--- config.mk ---
export PLATFORM = sky130hd
export DESIGN_NAME = spireg_regbank_flat
export DESIGN_NICKNAME = d
export VERILOG_FILES = /design/src/rtl/spireg_regbank_pkg.sv /design/src/rtl/spireg_regbank_if.sv /design/src/rtl/spireg_regbank_arb.sv /design/src/rtl/spireg_regbank.sv /design/src/flat_wrapper.sv
export SDC_FILE = /design/constraint.sdc
export NUM_CORES = 2
export LEC_CHECK = 0
export CAP_MARGIN = 25
export CORE_AREA = 2 2 445 447
export DETAILED_ROUTE_END_ITERATION = 12
export DIE_AREA = 0 0 447 449
export DONT_BUFFER_PORTS = 1
export PLACE_DENSITY = 0.45
export REMOVE_ABC_BUFFERS = 1
export SYNTH_ARGS = -nofsm -noshare
export SYNTH_HDL_FRONTEND = slang
export SYNTH_SLANG_ARGS = --single-unit
--- constraint.sdc ---
create_clock -name clk -period 4.4 [get_ports clk]
set_clock_uncertainty 0.1 [all_clocks]
set_input_delay 0.88 -clock clk [delete_from_list [all_inputs] [get_ports clk]]
set_output_delay 0.88 -clock clk [all_outputs]
set_load 0.02 [all_outputs]
--- src/rtl/spireg_regbank_pkg.sv ---
// ============================================================================
// spireg_pkg : shared constants, FSM encoding and sizing helper. Rev 1.0
// ============================================================================
`default_nettype none

package spireg_pkg;

  localparam logic [5:0] FC_SOFT_RST = 6'h00;
  localparam logic [5:0] FC_CLR_STAT = 6'h01;

  localparam int ST_RO_ERR = 0;
  localparam int ST_COLL   = 1;
  localparam int ST_BUSY   = 2;

  typedef enum logic [0:0] {
    IDLE = 1'b0,
    ACK  = 1'b1
  } arb_state_t;

  function automatic int calc_nreg(input int addr_w);
    return 1 << addr_w;
  endfunction

endpackage

`default_nettype wire

--- src/rtl/spireg_regbank_if.sv ---
// ============================================================================
// spireg_regbank_if : SPI-slave and local-requester bus of the register bank. Rev 1.0
// ============================================================================
`default_nettype none

interface spireg_regbank_if #(
  parameter int ADDR_W = 6,
  parameter int REG_W  = 16
);
  logic [ADDR_W-1:0] spi_addr;
  logic [REG_W-1:0]  spi_rdata;
  logic [REG_W-1:0]  spi_wdata;
  logic              spi_wvld;
  logic [5:0]        spi_fastcmd;
  logic              spi_fastcmd_vld;
  logic [7:0]        spi_status;
  logic              loc_req;
  logic              loc_we;
  logic [ADDR_W-1:0] loc_addr;
  logic [REG_W-1:0]  loc_wdata;
  logic              loc_ack;
  logic [REG_W-1:0]  loc_rdata;

  modport master (
    output spi_addr, spi_wdata, spi_wvld, spi_fastcmd, spi_fastcmd_vld,
    output loc_req, loc_we, loc_addr, loc_wdata,
    input  spi_rdata, spi_status, loc_ack, loc_rdata
  );

  modport slave (
    input  spi_addr, spi_wdata, spi_wvld, spi_fastcmd, spi_fastcmd_vld,
    input  loc_req, loc_we, loc_addr, loc_wdata,
    output spi_rdata, spi_status, loc_ack, loc_rdata
  );
endinterface

`default_nettype wire

--- src/rtl/spireg_regbank_arb.sv ---
// ============================================================================
// spireg_regbank_arb : local-port grant FSM, SPI side always has priority. Rev 1.0
// ============================================================================
`default_nettype none

module spireg_regbank_arb
  import spireg_pkg::*;
(
  input  logic clk,
  input  logic nrst,
  input  logic loc_req,
  input  logic spi_busy,
  output logic grant,
  output logic coll,
  output logic ack
);

  arb_state_t r_state;
  arb_state_t w_state_nx;

  always_ff @(posedge clk) begin
    if (!nrst) r_state <= IDLE;
    else       r_state <= w_state_nx;
  end

  always_comb begin
    w_state_nx = r_state;
    grant      = 1'b0;
    coll       = 1'b0;
    case (r_state)
      IDLE: begin
        if (loc_req) begin
          if (spi_busy) begin
            coll = 1'b1;
          end else begin
            grant      = 1'b1;
            w_state_nx = ACK;
          end
        end
      end
      ACK:     w_state_nx = IDLE;
      default: w_state_nx = IDLE;
    endcase
  end

  assign ack = (r_state == ACK);

endmodule

`default_nettype wire

--- src/rtl/spireg_regbank.sv ---
// ============================================================================
// spireg_regbank : register array, fast-command decode and SPI status byte. Rev 1.0
// ============================================================================
`default_nettype none

module spireg_regbank
  import spireg_pkg::*;
#(
  parameter int                      ADDR_W  = 6,
  parameter int                      REG_W   = 16,
  parameter logic [(1<<ADDR_W)-1:0]  RO_MASK = '0
) (
  input  logic                          clk,
  input  logic                          nrst,
  spireg_regbank_if.slave               bus,
  input  logic [3:0]                    usr_status,
  output logic [(1<<ADDR_W)*REG_W-1:0]  regs_flat,
  output logic [5:0]                    fc_code,
  output logic                          fc_strobe
);

  localparam int NREG = calc_nreg(ADDR_W);

  logic [REG_W-1:0] r_regs [NREG];
  logic [REG_W-1:0] r_spi_rdata;
  logic [REG_W-1:0] r_loc_rdata;
  logic [3:0]       r_usr;
  logic             r_ro_err;
  logic             r_coll;
  logic [7:0]       w_status;

  logic w_fc_soft, w_fc_clr, w_fc_user;
  logic w_spi_wr, w_ro_hit, w_spi_busy;
  logic w_grant, w_coll, w_ack;

  assign w_fc_soft  = bus.spi_fastcmd_vld && (bus.spi_fastcmd == FC_SOFT_RST);
  assign w_fc_clr   = bus.spi_fastcmd_vld && (bus.spi_fastcmd == FC_CLR_STAT);
  assign w_fc_user  = bus.spi_fastcmd_vld && !w_fc_soft && !w_fc_clr;
  // A fastcmd overrides a simultaneous write strobe, so the write is dropped.
  assign w_spi_wr   = bus.spi_wvld && !bus.spi_fastcmd_vld;
  assign w_ro_hit   = w_spi_wr && RO_MASK[bus.spi_addr];
  assign w_spi_busy = bus.spi_wvld || w_fc_soft;

  spireg_regbank_arb u_arb (
    .clk      (clk),
    .nrst     (nrst),
    .loc_req  (bus.loc_req),
    .spi_busy (w_spi_busy),
    .grant    (w_grant),
    .coll     (w_coll),
    .ack      (w_ack)
  );

  // Grant is never given while an SPI write is strobed, so the two writes never collide.
  always_ff @(posedge clk) begin
    if (!nrst || w_fc_soft) begin
      for (int i = 0; i < NREG; i++) r_regs[i] <= '0;
    end else begin
      if (w_spi_wr && !w_ro_hit)  r_regs[bus.spi_addr] <= bus.spi_wdata;
      if (w_grant && bus.loc_we)  r_regs[bus.loc_addr] <= bus.loc_wdata;
    end
  end

  always_ff @(posedge clk) begin
    if (!nrst) begin
      r_spi_rdata <= '0;
      r_loc_rdata <= '0;
      fc_code     <= '0;
      fc_strobe   <= 1'b0;
      r_ro_err    <= 1'b0;
      r_coll      <= 1'b0;
      r_usr       <= usr_status;
    end else begin
      r_spi_rdata <= r_regs[bus.spi_addr];
      if (w_grant && !bus.loc_we) r_loc_rdata <= r_regs[bus.loc_addr];
      fc_strobe <= w_fc_user;
      if (w_fc_user) fc_code <= bus.spi_fastcmd;
      r_usr <= usr_status;
      if (w_fc_clr) begin
        r_ro_err <= 1'b0;
        r_coll   <= 1'b0;
      end else begin
        r_ro_err <= r_ro_err | w_ro_hit;
        r_coll   <= r_coll | w_coll;
      end
    end
  end

  always_comb begin
    w_status            = '0;
    w_status[7:4]       = r_usr;
    w_status[ST_BUSY]   = w_ack;
    w_status[ST_COLL]   = r_coll;
    w_status[ST_RO_ERR] = r_ro_err;
  end

  assign bus.spi_rdata  = r_spi_rdata;
  assign bus.loc_rdata  = r_loc_rdata;
  assign bus.loc_ack    = w_ack;
  assign bus.spi_status = w_status;

  for (genvar n = 0; n < NREG; n++) begin : g_flat
    assign regs_flat[n*REG_W +: REG_W] = r_regs[n];
  end

endmodule

`default_nettype wire
--- src/flat_wrapper.sv ---
// flat-port wrapper written by rule: the top's interface ports become plain ports
module spireg_regbank_flat import spireg_pkg::*;
#(
  parameter int                      ADDR_W  = 6,
  parameter int                      REG_W   = 16,
  parameter logic [(1<<ADDR_W)-1:0]  RO_MASK = '0
)
  (clk, nrst, usr_status, regs_flat, fc_code, fc_strobe, bus_spi_addr, bus_spi_wdata, bus_spi_wvld, bus_spi_fastcmd, bus_spi_fastcmd_vld, bus_loc_req, bus_loc_we, bus_loc_addr, bus_loc_wdata, bus_spi_rdata, bus_spi_status, bus_loc_ack, bus_loc_rdata);
  spireg_regbank_if #(.ADDR_W(ADDR_W), .REG_W(REG_W)) bus_i ();
  input  logic clk;
  input  logic nrst;
  input  logic [3:0] usr_status;
  output logic [(1<<ADDR_W)*REG_W-1:0] regs_flat;
  output logic [5:0] fc_code;
  output logic fc_strobe;
  input wire logic [$bits(bus_i.spi_addr)-1:0] bus_spi_addr;
  input wire logic [$bits(bus_i.spi_wdata)-1:0] bus_spi_wdata;
  input wire logic [$bits(bus_i.spi_wvld)-1:0] bus_spi_wvld;
  input wire logic [$bits(bus_i.spi_fastcmd)-1:0] bus_spi_fastcmd;
  input wire logic [$bits(bus_i.spi_fastcmd_vld)-1:0] bus_spi_fastcmd_vld;
  input wire logic [$bits(bus_i.loc_req)-1:0] bus_loc_req;
  input wire logic [$bits(bus_i.loc_we)-1:0] bus_loc_we;
  input wire logic [$bits(bus_i.loc_addr)-1:0] bus_loc_addr;
  input wire logic [$bits(bus_i.loc_wdata)-1:0] bus_loc_wdata;
  output wire logic [$bits(bus_i.spi_rdata)-1:0] bus_spi_rdata;
  output wire logic [$bits(bus_i.spi_status)-1:0] bus_spi_status;
  output wire logic [$bits(bus_i.loc_ack)-1:0] bus_loc_ack;
  output wire logic [$bits(bus_i.loc_rdata)-1:0] bus_loc_rdata;
  assign bus_i.spi_addr = bus_spi_addr;
  assign bus_i.spi_wdata = bus_spi_wdata;
  assign bus_i.spi_wvld = bus_spi_wvld;
  assign bus_i.spi_fastcmd = bus_spi_fastcmd;
  assign bus_i.spi_fastcmd_vld = bus_spi_fastcmd_vld;
  assign bus_i.loc_req = bus_loc_req;
  assign bus_i.loc_we = bus_loc_we;
  assign bus_i.loc_addr = bus_loc_addr;
  assign bus_i.loc_wdata = bus_loc_wdata;
  assign bus_spi_rdata = bus_i.spi_rdata;
  assign bus_spi_status = bus_i.spi_status;
  assign bus_loc_ack = bus_i.loc_ack;
  assign bus_loc_rdata = bus_i.loc_rdata;
  spireg_regbank #(.ADDR_W(ADDR_W), .REG_W(REG_W), .RO_MASK(RO_MASK)) u_core (.clk(clk), .nrst(nrst), .bus(bus_i), .usr_status(usr_status), .regs_flat(regs_flat), .fc_code(fc_code), .fc_strobe(fc_strobe));
endmodule
==> metrics <==
RSZ-0062 raised after global routing=no; FILL cells=about 20000; Antenna Violating Nets Remaining=0; Crit Path Category=in2reg; CTS tree=built; ys flop type=edfxtp_1; initial antenna violation count=44; CTS Buf Count=134; layout cells sized above 1=25.5%; area of placed instances=around 61000 µm²; Seq cells post-synth=roughly 1100; Ports=approximately 1100; fin crit period=slightly below 4 ns; crit path cell chain=and2_2 > a31oi_2 > buf_4 > nor2_1; drt total wl=about 370000 µm; Worst Path Buf+Inv=1; fin area=about 65000 µm²; largest delay contributor family on the critical path=simple AND/OR/NAND/NOR gates; failing checks=slew limit; syn avg cell area=between 10 and 15 µm²; final worst-path cycle share=between 80 and 90%; Buffers on Ports=0; Yosys warnings=0; Hold WC Path Type=in2reg; Startpoint Class=input port; # rows=roughly 160; DRC viols=0; vias post-DR=44188; Core Box Area=between 150000 and 200000 µm²; R2R Setup Slk=0.84 ns; Starting Density=around 28%; Hold Violations, Final=0; Post-synth ARST share=0%; Max-slew headroom=-19.5%; maxcap violations=0; CP peak stage delay=roughly 1.1 ns; Worst setup EP type=flop; global-route wire length before repair=461000 µm; R2R depth=8; Fmax=~260 MHz; CTS clk-pin slew, worst paths=0.06 ns; fin util=about 33%; PnR Total Power=around 0.026 W; crit path DAT=about 4.3 ns; Mapped Area=55600 µm²; Critical R2R Launch=u_core.u_arb.ack; VDD IR max=~300 µV; synth-to-layout area growth=17.3%; cell leakage power=~22 nW; pwr/cell area=about 400 nW/µm²; outcome=finished, violations left; library cells used by synthesis=63; Yosys top cell area share=a little under three fifths; DIE WIDTH=447 µm; full die area=between 200000 and 250000 µm²; Global Route Usage Sum=roughly 35%; GPL Wtd Cong=around 0.95; crit path from=bus_loc_addr[1]; WL per Instance=52.1 µm; Overflow after GRT=0; critical path depth=4; critical path's slowest cell=and2_2; pin count of the biggest net entering global routing=333; CTS max path bufs=3; capture point of the worst reg-to-reg path=u_core.r_regs[40][5]; dpl hpwl=roughly 260000 µm; CP max FO=about 200; Post-CTS Hold Buffers=4; DRT Pass-1 Iters=8; Max H-tree Level=4; buffer count from post-CTS setup fixing=0; register area share after synthesis=a little under three fifths; Final nets=4306; Tightest Pin Transition=between 1.5 and 2 ns; top post-synthesis cells by area=edfxtp_1 55%, mux4_2 18%, nor2_1 7.2%, mux2i_1 3.3%, a22oi_1 1.8%; Die Ht=approximately 450 µm; vias in the first global route=approximately 42000; CP Data Required Time=4.84 ns; DRT iter0 DRCs=just under 7000; PostCTS Resize Cnt=0; cell count after synthesis=4170; Vias/cell=around 6.3; max-slew violation count=120; later-pin clock latency in the skew report=0.82 ns; clock root buffer=clkbuf_16; clock sinks=between 1000 and 1500; Post-synth EDFFs=a little over 1000; final setup fails=0; cell taking the most area after synthesis=edfxtp_1; critical path endpoint=u_core.r_regs[46][6]; Final TNS setup=0 ns
## placed cells by master, fill, tap and decap left out, types with 10 or more instances in the layout
| cell | instances |
|---|---|
| clkbuf_16 | 138 |
| buf_4 | 264 |
| clkbuf_1 | 55 |
| nand3_1 | 87 |
| o21ai_2 | 40 |
| clkinv_2 | 13 |
| edfxtp_1 | 1024 |
| a22oi_1 | 131 |
| nor2_2 | 12 |
| dfxtp_1 | 45 |
| a31oi_2 | 19 |
| a211oi_1 | 24 |
| mux4_2 | 455 |
| buf_12 | 59 |
| diode_2 | 23 |
| nand4_1 | 17 |
| clkinv_1 | 16 |
| a32oi_1 | 10 |
| o21ai_0 | 49 |
| mux2i_1 | 180 |
| nand2b_1 | 13 |
| o22ai_1 | 80 |
| mux2i_4 | 18 |
| and3_1 | 87 |
| nor2_1 | 1057 |
| mux2_2 | 19 |
| nand2_1 | 178 |
| a21oi_1 | 37 |
| nor3_1 | 43 |
| a31oi_1 | 29 |
## layout make-up
cell class	count	area, µm²	area share [%]
Sequential cell	1069	31700	48.5
Multi-Input combinational cell	2705	22800	35.0
Clock buffer	199	3740	5.74
Tap cell	2640	3300	5.06
Timing Repair Buffer	329	3250	4.98
Clock inverter	45	390	0.599
Antenna cell	23	57.6	0.0882
Inverter	7	27.5	0.0422
## where the power goes
| part | switching (W) | leakage (nW) | internal, W |
|---|---|---|---|
| logic | 0.00186 | 9.19 | 0.00108 |
| clock network | 0.00472 | 2.00 | 0.00614 |
| registers | 0.00105 | 11.1 | 0.0115 |
| total | 0.00764 | 22.3 | 0.0187 |
## worst min path at each step
stage                                   from                end  slack (ns)  cells past startpoint
after CTS                 bus_spi_fastcmd[0]      u_core.r_coll        0.03                      1
after global placement     u_core.fc_code[2]  u_core.fc_code[2]        0.45                      2
after global routing      bus_spi_fastcmd[0]      u_core.r_coll        0.08                      1
after detailed placement   u_core.fc_code[2]  u_core.fc_code[2]        0.47                      2
after floorplan            u_core.fc_code[2]  u_core.fc_code[2]        0.43                      2
final                     bus_spi_fastcmd[0]      u_core.r_coll        0.09                      1
## through the flow
stage	worst slack [ns]	hold slack, ns	std cells
2_1_floorplan	-4.59	0.435	3781
3_3_place_gp	0.342	0.454	6741
3_5_place_dp	0.347	0.466	6746
4_1_cts	0.914	0.0325	6994
5_1_grt	0.800	0.0769	6995
6_report	0.540	0.0866	7017
## cell families after synthesis
kind of cell           after synthesis  synth area share (%)
AND/OR/NAND/NOR                   1558                  11.7
other                                1               0.00675
buffers and inverters              397                  3.19
AO/OA/AOI/OAI                      473                  5.63
multiplexers                       672                  22.5
flip-flops                        1069                  56.9
## Yosys cell counts, types with 80 or more instances
cell and number:
nor2_1 1061, edfxtp_1 1024, mux4_2 455, mux2i_1 182, clkbuf_1 180, nand2_1 180
buf_2 161, a22oi_1 131, o21ai_0 91, and3_1 87, nand3_1 87, o22ai_1 80
## sequential cells by signal, indices dropped and copies added, names as in the netlist
name and flops:
u_core.r_coll 1, u_core.r_regs 1024, u_core.r_usr 4, u_core.fc_strobe 1, u_core.bus.spi_rdata 16, u_core.bus.loc_rdata 16, u_core.fc_code 6, u_core.u_arb.ack 1
## layer usage
layer	global-route usage, %	part of all wire, %	up-vias
li1	-	-	16230
met1	41.0	35	23571
met2	56.2	46	3598
met3	12.3	12	775
met4	21.8	7.5	14
met5	0	0.026	-
Note: power is estimated with default switching activity, not from simulation.
